<file path="src/rtl/seg7_pkg.sv">
`timescale 1ns/1ps
`default_nettype none
// ============================================================================
// Module   : seg7_pkg
// Brief    : Shared glyph constants and BCD type for the 7-segment scan driver.
// Revision : 1.0 - initial release
// ============================================================================
package seg7_pkg;

    typedef logic [3:0] bcd_t;

    // Active-high glyphs, bit0 = segment a ... bit6 = segment g
    localparam logic [6:0] SEG_0    = 7'h3F;
    localparam logic [6:0] SEG_1    = 7'h06;
    localparam logic [6:0] SEG_2    = 7'h5B;
    localparam logic [6:0] SEG_3    = 7'h4F;
    localparam logic [6:0] SEG_4    = 7'h66;
    localparam logic [6:0] SEG_5    = 7'h6D;
    localparam logic [6:0] SEG_6    = 7'h7D;
    localparam logic [6:0] SEG_7    = 7'h07;
    localparam logic [6:0] SEG_8    = 7'h7F;
    localparam logic [6:0] SEG_9    = 7'h6F;
    localparam logic [6:0] SEG_DASH = 7'h40;
    localparam logic [6:0] SEG_OFF  = 7'h00;

endpackage
`default_nettype wire

</file>
<file path="src/rtl/seg7_scan_driver_if.sv">
`timescale 1ns/1ps
`default_nettype none
// ============================================================================
// Module   : seg7_scan_driver_if
// Brief    : Digit/control inputs and display outputs of the scan driver.
// Revision : 1.0 - initial release
// ============================================================================
interface seg7_scan_driver_if #(
    parameter int NUM_DIGITS = 4
);
    logic                    enable_i;
    logic                    load_i;
    logic [4*NUM_DIGITS-1:0] digits_i;
    logic [NUM_DIGITS-1:0]   dp_i;
    logic                    lz_suppress_i;
    logic [6:0]              seg_o;
    logic                    dp_o;
    logic [NUM_DIGITS-1:0]   an_o;

    modport master (
        output enable_i, load_i, digits_i, dp_i, lz_suppress_i,
        input  seg_o, dp_o, an_o
    );

    modport slave (
        input  enable_i, load_i, digits_i, dp_i, lz_suppress_i,
        output seg_o, dp_o, an_o
    );
endinterface
`default_nettype wire

</file>
<file path="src/rtl/seg7_decode.sv">
`timescale 1ns/1ps
`default_nettype none
// ============================================================================
// Module   : seg7_decode
// Brief    : BCD to active-high 7-segment glyph; non-BCD codes show a dash.
// Revision : 1.0 - initial release
// ============================================================================
module seg7_decode
    import seg7_pkg::*;
(
    input  bcd_t       i_bcd,
    output logic [6:0] o_glyph
);

    always_comb begin
        o_glyph = SEG_DASH;
        case (i_bcd)
            4'd0:    o_glyph = SEG_0;
            4'd1:    o_glyph = SEG_1;
            4'd2:    o_glyph = SEG_2;
            4'd3:    o_glyph = SEG_3;
            4'd4:    o_glyph = SEG_4;
            4'd5:    o_glyph = SEG_5;
            4'd6:    o_glyph = SEG_6;
            4'd7:    o_glyph = SEG_7;
            4'd8:    o_glyph = SEG_8;
            4'd9:    o_glyph = SEG_9;
            default: o_glyph = SEG_DASH;
        endcase
    end

endmodule
`default_nettype wire

</file>
<file path="src/rtl/seg7_scan_driver.sv">
`timescale 1ns/1ps
`default_nettype none
// ============================================================================
// Module   : seg7_scan_driver
// Brief    : Time-multiplexed N-digit 7-segment driver with shadow register,
//            blanking, leading-zero suppression and one shared decoder.
// Revision : 1.0 - initial release
// ============================================================================
module seg7_scan_driver
    import seg7_pkg::*;
#(
    parameter int NUM_DIGITS     = 4,
    parameter int PRESCALE       = 1000,
    parameter int BLANK_CYCLES   = 2,
    parameter int SEG_ACTIVE_LOW = 1,
    parameter int AN_ACTIVE_LOW  = 1
) (
    input  wire logic          clk,
    input  wire logic          rst_n,
    seg7_scan_driver_if.slave  bus
);

    localparam int IDX_W  = (NUM_DIGITS > 1) ? $clog2(NUM_DIGITS) : 1;
    localparam int PCNT_W = $clog2(PRESCALE);

    localparam logic [PCNT_W-1:0] c_pcnt_max = PCNT_W'(PRESCALE - 1);
    localparam logic [PCNT_W-1:0] c_blank    = PCNT_W'(BLANK_CYCLES);
    localparam logic [IDX_W-1:0]  c_idx_max  = IDX_W'(NUM_DIGITS - 1);

    logic [NUM_DIGITS-1:0][3:0] r_shadow_digits;
    logic [NUM_DIGITS-1:0]      r_shadow_dp;
    logic [PCNT_W-1:0]          r_pcnt;
    logic [IDX_W-1:0]           r_idx;
    logic [6:0]                 r_seg;
    logic                       r_dp;
    logic [NUM_DIGITS-1:0]      r_an;

    bcd_t                       w_digit;
    logic [6:0]                 w_glyph;
    logic [NUM_DIGITS-1:0]      w_lz_mask;
    logic [6:0]                 w_seg_next;
    logic                       w_dp_next;
    logic [NUM_DIGITS-1:0]      w_an_next;

    always_ff @(posedge clk or negedge rst_n) begin
        if (!rst_n) begin
            r_shadow_digits <= '0;
            r_shadow_dp     <= '0;
        end else if (bus.load_i) begin
            r_shadow_digits <= bus.digits_i;
            r_shadow_dp     <= bus.dp_i;
        end
    end

    always_ff @(posedge clk or negedge rst_n) begin
        if (!rst_n) begin
            r_pcnt <= '0;
            r_idx  <= '0;
        end else if (!bus.enable_i) begin
            r_pcnt <= '0;
            r_idx  <= '0;
        end else if (r_pcnt == c_pcnt_max) begin
            r_pcnt <= '0;
            r_idx  <= (r_idx == c_idx_max) ? '0 : r_idx + 1'b1;
        end else begin
            r_pcnt <= r_pcnt + 1'b1;
        end
    end

    // A digit is blanked while it and everything above it is zero; digit 0 always shows.
    always_comb begin
        logic w_run;
        w_run     = 1'b1;
        w_lz_mask = '0;
        for (int k = NUM_DIGITS - 1; k >= 1; k--) begin
            w_run        = w_run & (r_shadow_digits[k] == 4'd0);
            w_lz_mask[k] = bus.lz_suppress_i & w_run;
        end
    end

    assign w_digit = r_shadow_digits[r_idx];

    seg7_decode u_decode (
        .i_bcd   (w_digit),
        .o_glyph (w_glyph)
    );

    always_comb begin
        w_seg_next = SEG_OFF;
        w_dp_next  = 1'b0;
        w_an_next  = '0;
        if (bus.enable_i) begin
            w_seg_next = w_lz_mask[r_idx] ? SEG_OFF : w_glyph;
            w_dp_next  = r_shadow_dp[r_idx];
            if (r_pcnt >= c_blank) begin
                w_an_next[r_idx] = 1'b1;
            end
        end
    end

    // Held active-high so the asynchronous clear lands on "all dark" for any polarity.
    always_ff @(posedge clk or negedge rst_n) begin
        if (!rst_n) begin
            r_seg <= SEG_OFF;
            r_dp  <= 1'b0;
            r_an  <= '0;
        end else begin
            r_seg <= w_seg_next;
            r_dp  <= w_dp_next;
            r_an  <= w_an_next;
        end
    end

    assign bus.seg_o = (SEG_ACTIVE_LOW != 0) ? ~r_seg : r_seg;
    assign bus.dp_o  = (SEG_ACTIVE_LOW != 0) ? ~r_dp  : r_dp;
    assign bus.an_o  = (AN_ACTIVE_LOW  != 0) ? ~r_an  : r_an;

endmodule
`default_nettype wire

</file>
<file path="src/flat_wrapper.sv">
// flat-port wrapper written by rule: the top's interface ports become plain ports
module seg7_scan_driver_flat import seg7_pkg::*;
#(
    parameter int NUM_DIGITS     = 4,
    parameter int PRESCALE       = 1000,
    parameter int BLANK_CYCLES   = 2,
    parameter int SEG_ACTIVE_LOW = 1,
    parameter int AN_ACTIVE_LOW  = 1
)
  (clk, rst_n, bus_enable_i, bus_load_i, bus_digits_i, bus_dp_i, bus_lz_suppress_i, bus_seg_o, bus_dp_o, bus_an_o);
  seg7_scan_driver_if #(.NUM_DIGITS(NUM_DIGITS)) bus_i ();
  input  wire logic clk;
  input  wire logic rst_n;
  input wire logic [$bits(bus_i.enable_i)-1:0] bus_enable_i;
  input wire logic [$bits(bus_i.load_i)-1:0] bus_load_i;
  input wire logic [$bits(bus_i.digits_i)-1:0] bus_digits_i;
  input wire logic [$bits(bus_i.dp_i)-1:0] bus_dp_i;
  input wire logic [$bits(bus_i.lz_suppress_i)-1:0] bus_lz_suppress_i;
  output wire logic [$bits(bus_i.seg_o)-1:0] bus_seg_o;
  output wire logic [$bits(bus_i.dp_o)-1:0] bus_dp_o;
  output wire logic [$bits(bus_i.an_o)-1:0] bus_an_o;
  assign bus_i.enable_i = bus_enable_i;
  assign bus_i.load_i = bus_load_i;
  assign bus_i.digits_i = bus_digits_i;
  assign bus_i.dp_i = bus_dp_i;
  assign bus_i.lz_suppress_i = bus_lz_suppress_i;
  assign bus_seg_o = bus_i.seg_o;
  assign bus_dp_o = bus_i.dp_o;
  assign bus_an_o = bus_i.an_o;
  seg7_scan_driver #(.NUM_DIGITS(NUM_DIGITS), .PRESCALE(PRESCALE), .BLANK_CYCLES(BLANK_CYCLES), .SEG_ACTIVE_LOW(SEG_ACTIVE_LOW), .AN_ACTIVE_LOW(AN_ACTIVE_LOW)) u_core (.clk(clk), .rst_n(rst_n), .bus(bus_i));
endmodule
</file>
<file path="config.mk">
export PLATFORM = sky130hd
export DESIGN_NAME = seg7_scan_driver_flat
export DESIGN_NICKNAME = d
export VERILOG_FILES = /design/src/rtl/seg7_pkg.sv /design/src/rtl/seg7_scan_driver_if.sv /design/src/rtl/seg7_decode.sv /design/src/rtl/seg7_scan_driver.sv /design/src/flat_wrapper.sv
export SDC_FILE = /design/constraint.sdc
export NUM_CORES = 1
export LEC_CHECK = 0
export CELL_PAD_IN_SITES_DETAIL_PLACEMENT = 0
export CELL_PAD_IN_SITES_GLOBAL_PLACEMENT = 1
export CORE_MARGIN = 1
export CORE_UTILIZATION = 33
export CTS_BUF_LIST = sky130_fd_sc_hd__clkbuf_8
export DETAILED_ROUTE_END_ITERATION = 8
export PLACE_DENSITY_LB_ADDON = 0.12
export REMOVE_ABC_BUFFERS = 1
export SLEW_MARGIN = 20
export SYNTH_ARGS = -nofsm -noshare
export SYNTH_HDL_FRONTEND = slang
export SYNTH_HIERARCHICAL = 1
export SYNTH_SLANG_ARGS = --single-unit
</file>
<file path="constraint.sdc">
create_clock -name clk -period 1.9 [get_ports clk]
set_input_delay 0.57 -clock clk [delete_from_list [all_inputs] [get_ports clk]]
set_output_delay 0.57 -clock clk [all_outputs]
set_load 0.03 [all_outputs]
</file>
==> results of run 1 <==
## stage by stage
step | power [mW] | instances | instance area, µm²
floorplan | 1.266 | 191 | 2195
global placement | 1.454 | 317 | 2756
detailed placement | 1.455 | 317 | 2756
CTS | 2.163 | 325 | 2854
global route | 2.258 | 325 | 2892
finish | 2.150 | 325 | 2892
## where the power goes
group / switching [mW] / internal, mW
Sequential: 0.0486 / 1.01
Clock: 0.329 / 0.389
Combinational: 0.185 / 0.193
Total: 0.562 / 1.59
## placed cells by master, fill, tap and decap left out, types with 3 or more instances in the layout
cell / count
dfrtp_1: 43
clkdlybuf4s50_1: 23
mux2_2: 20
inv_1: 19
nand2_1: 17
nor2_1: 16
dlygate4sd2_1: 12
buf_4: 12
ha_1: 10
nand3_1: 6
clkbuf_8: 5
and2_1: 5
mux4_2: 5
nor4_1: 4
xor2_1: 4
a21oi_1: 3
## area by class of cell
| class | count | area share [%] |
|---|---|---|
| inverters | 21 | 2.726 |
| repair buffers | 49 | 15.58 |
| multi-input cells | 126 | 36.39 |
| well taps | 77 | 3.332 |
| flip-flops and latches | 44 | 38.12 |
| clock buffers | 5 | 2.380 |
| clock inverters | 3 | 1.471 |
## sequential cells by signal, summed over array words and instances (netlist names)
register                count
u_core/r_shadow_digits     16
u_core/r_pcnt              10
u_core/r_seg                7
u_core/r_an                 4
u_core/r_shadow_dp          4
u_core/r_idx                2
u_core/r_dp                 1
## per-layer routing
metal | vias up | part of all wire, % | GRT usage (%)
met5 | - | 0 | 0
met4 | 0 | 0.65 | 3.698
met3 | 5 | 3.6 | 2.655
met2 | 29 | 48 | 22.58
met1 | 724 | 48 | 17.52
li1 | 767 | - | -
## cell families (layout without fill, tap and decap cells)
| group | count (synthesis) | after routing | synth area share [%] |
|---|---|---|---|
| AO/OA/AOI/OAI | 18 | 18 | 5.313 |
| multiplexers | 26 | 26 | 15.77 |
| AND/OR/NAND/NOR | 65 | 65 | 15.60 |
| XOR/XNOR | 5 | 5 | 1.957 |
| buffers and inverters | 28 | 78 | 5.425 |
| adder cells (fa/ha/maj) | 12 | 12 | 6.711 |
| flip-flops | 44 | 44 | 49.22 |
## worst max-delay path: cells and delay by family (launching register included)
| kind | cells | cell delay, ps |
|---|---|---|
| AOI/OAI and AO/OA | 1 | 80 |
| adders and majority gates | 1 | 260 |
| buffers and inverters | 2 | 220 |
| and+or+nand+nor | 2 | 110 |
| muxes | 1 | 590 |
| DFF | 1 | 450 |
## repair_timing
action | CTS | global route
hold buffers | 0 | 0
endpoints found under the setup margin | 15 | 5
endpoints found under the hold margin | 0 | 0
gates resized for setup | 13 | 10
pin swaps | 0 | 4
## worst max path at each step
stage | startpoint | to | slack (ps) | depth (start not counted)
2_1_floorplan | u_core/r_idx[0]$_DFFE_PN0P_ | u_core/r_seg[0]$_DFF_PN0_ | -40 | 6
3_3_place_gp | u_core/r_idx[0]$_DFFE_PN0P_ | u_core/r_seg[0]$_DFF_PN0_ | 30 | 6
3_5_place_dp | u_core/r_idx[0]$_DFFE_PN0P_ | u_core/r_seg[0]$_DFF_PN0_ | 0.09 | 6
4_1_cts | u_core/r_idx[0]$_DFFE_PN0P_ | u_core/r_seg[3]$_DFF_PN0_ | 40 | 6
5_1_grt | u_core/r_idx[0]$_DFFE_PN0P_ | u_core/r_seg[3]$_DFF_PN0_ | -9 | 7
6_report | u_core/r_idx[0]$_DFFE_PN0P_ | u_core/r_seg[3]$_DFF_PN0_ | 90 | 7
==> impl_results.md, run 1 <==
* Outcome: finished with violations
* Failing checks: design-rule violations
* Synth cell types at 38
* First-pass GRT wire length at 7472 µm
* Cells along the critical path: mux4_2, inv_2, ha_1, inv_1, o22ai_2, nand2_1, nor2_1
* RePlAce Congestion at 0.7206
* Synth area leader: dfrtp_1
* Post-Syn Area per Cell at 11.30 µm²
* Num CTS Buffers at 5
* Synthesized area at 2237 µm²
* # IOs at 37
* Hold WC Path Type: in -> async
* Worst R2R Path Depth at 7
* Starting Density at 34.64%
* CTS tree: done
* Slew Limit Fails at 0
* Hold Slack at 209.2 ps
* PnR worst setup slack at 93.59 ps
* Final Hold Violating Endpoints at 0
* Final period utilization at 95.07%
* Skew final at 4.333 ps
* Critical Path Fanout Max at 6
* H-Tree Level Count at 2
* # fillers at 634
* Worst R2R End: u_core/r_seg[3]$_DFF_PN0_
* Synth top area share at 49.22%
* Power Density at 743.6 nW/µm²
* Ant diodes at 0
* Core ar. at 6459 µm²
* 1st-iter DRT viols at 74
* Max Cap Violations at 0
* Slowest CP cell: mux4_2
* Final setup viols at 0
* Max Clk Rate at 553.6 MHz
* Number of I/O port buffers at 36
* Iteration count of the initial detailed-routing pass at 6
* Register area at 1102 µm²
* Critical path arrival at 2000 ps
* Congestion Overflow GR at 0
* Synth top area cells: dfrtp_1 (49%), mux2_2 (10%), ha_1 (6.7%), mux4_2 (5.0%), inv_1 (3.5%)
* CTS Buffer Depth at 2
* Period minus WS final at 1806 ps
* WS Path Type: reg -> reg
* Vias in the first global route at 1,538
* Most frequent cell after synthesis: dfrtp_1
* Final core occ at 44.77%
* #FFs+latches synth at 44
* CP Capture Type: register
* RSZ-0062 raised after global routing: yes
* # clock sinks at 44
* Setup bufs post-CTS at 0
* CTS Root Buffer Type: clkbuf_8
* WP data required at 2090 ps
* Post-Place Setup Slack at 0.08660 ps
* R2r setup slk at 90 ps
* Synth warn at 6
* Die height at 84.34 µm
* Drt drc at 6
* Initial antenna violation count at 0
* Worst-margin pin slew at 442.7 ps
* Total Neg Setup Slack at 0 ps
* Max-Slew Margin vs Limit at 70.48%
* VDD IR-drop max at 356.6 µV
* Setup crit start kind: register
* Post-synthesis async set-or-reset flop share at 100.0%
* Vias at 1,525
* ANT nets after route at 0
* Die area at 7112 µm²
* Post-synthesis sequential area ratio at 49.22%
* Reg2reg start: u_core/r_idx[0]$_DFFE_PN0P_
* Layout Nets at 284
* Via density at 4.692
* CTS clk-pin slew, worst paths at 90 ps
* Crit-path max cell delay at 590 ps
* Largest net degree at the start of global routing at 21
* Core Rows at 29
* Synth cell count leaders: dfrtp_1 (44), inv_1 (21), mux2_2 (20), nand2_1 (17), nor2_1 (16)
* DIE WIDTH at 84.34 µm
* Post-synthesis cell count at 198
* Total global-route track usage at 13.35%
* Synth Flop Type: dfrtp_1
* Area Growth Syn to Fin at 29.25%
* Share of layout cells above drive strength 1 at 24.60%
* Number of synthesized flops with an enable pin at 0
* Leak Pwr at 1.262 nW
* WL/cell at 13.81 µm
* HPWL Detailed at 3329 µm
* Footprint of the multi-input gates at 1052 µm²
* Skew-Pair Late Insertion Delay at 290 ps
* Final WL at 4489 µm
No activity file was read; power rests on OpenSTA's default activity.
==> run 2, diff against run 1 <==
--- a/config.mk
+++ b/config.mk
@@ -5,6 +5,7 @@
 export SDC_FILE = /design/constraint.sdc
 export NUM_CORES = 1
 export LEC_CHECK = 0
+export CAP_MARGIN = 5
 export CELL_PAD_IN_SITES_DETAIL_PLACEMENT = 0
 export CELL_PAD_IN_SITES_GLOBAL_PLACEMENT = 1
 export CORE_MARGIN = 1
==> results of run 2 <==
Same layout as run 1: the final DEF is identical, and so are final timing and power.
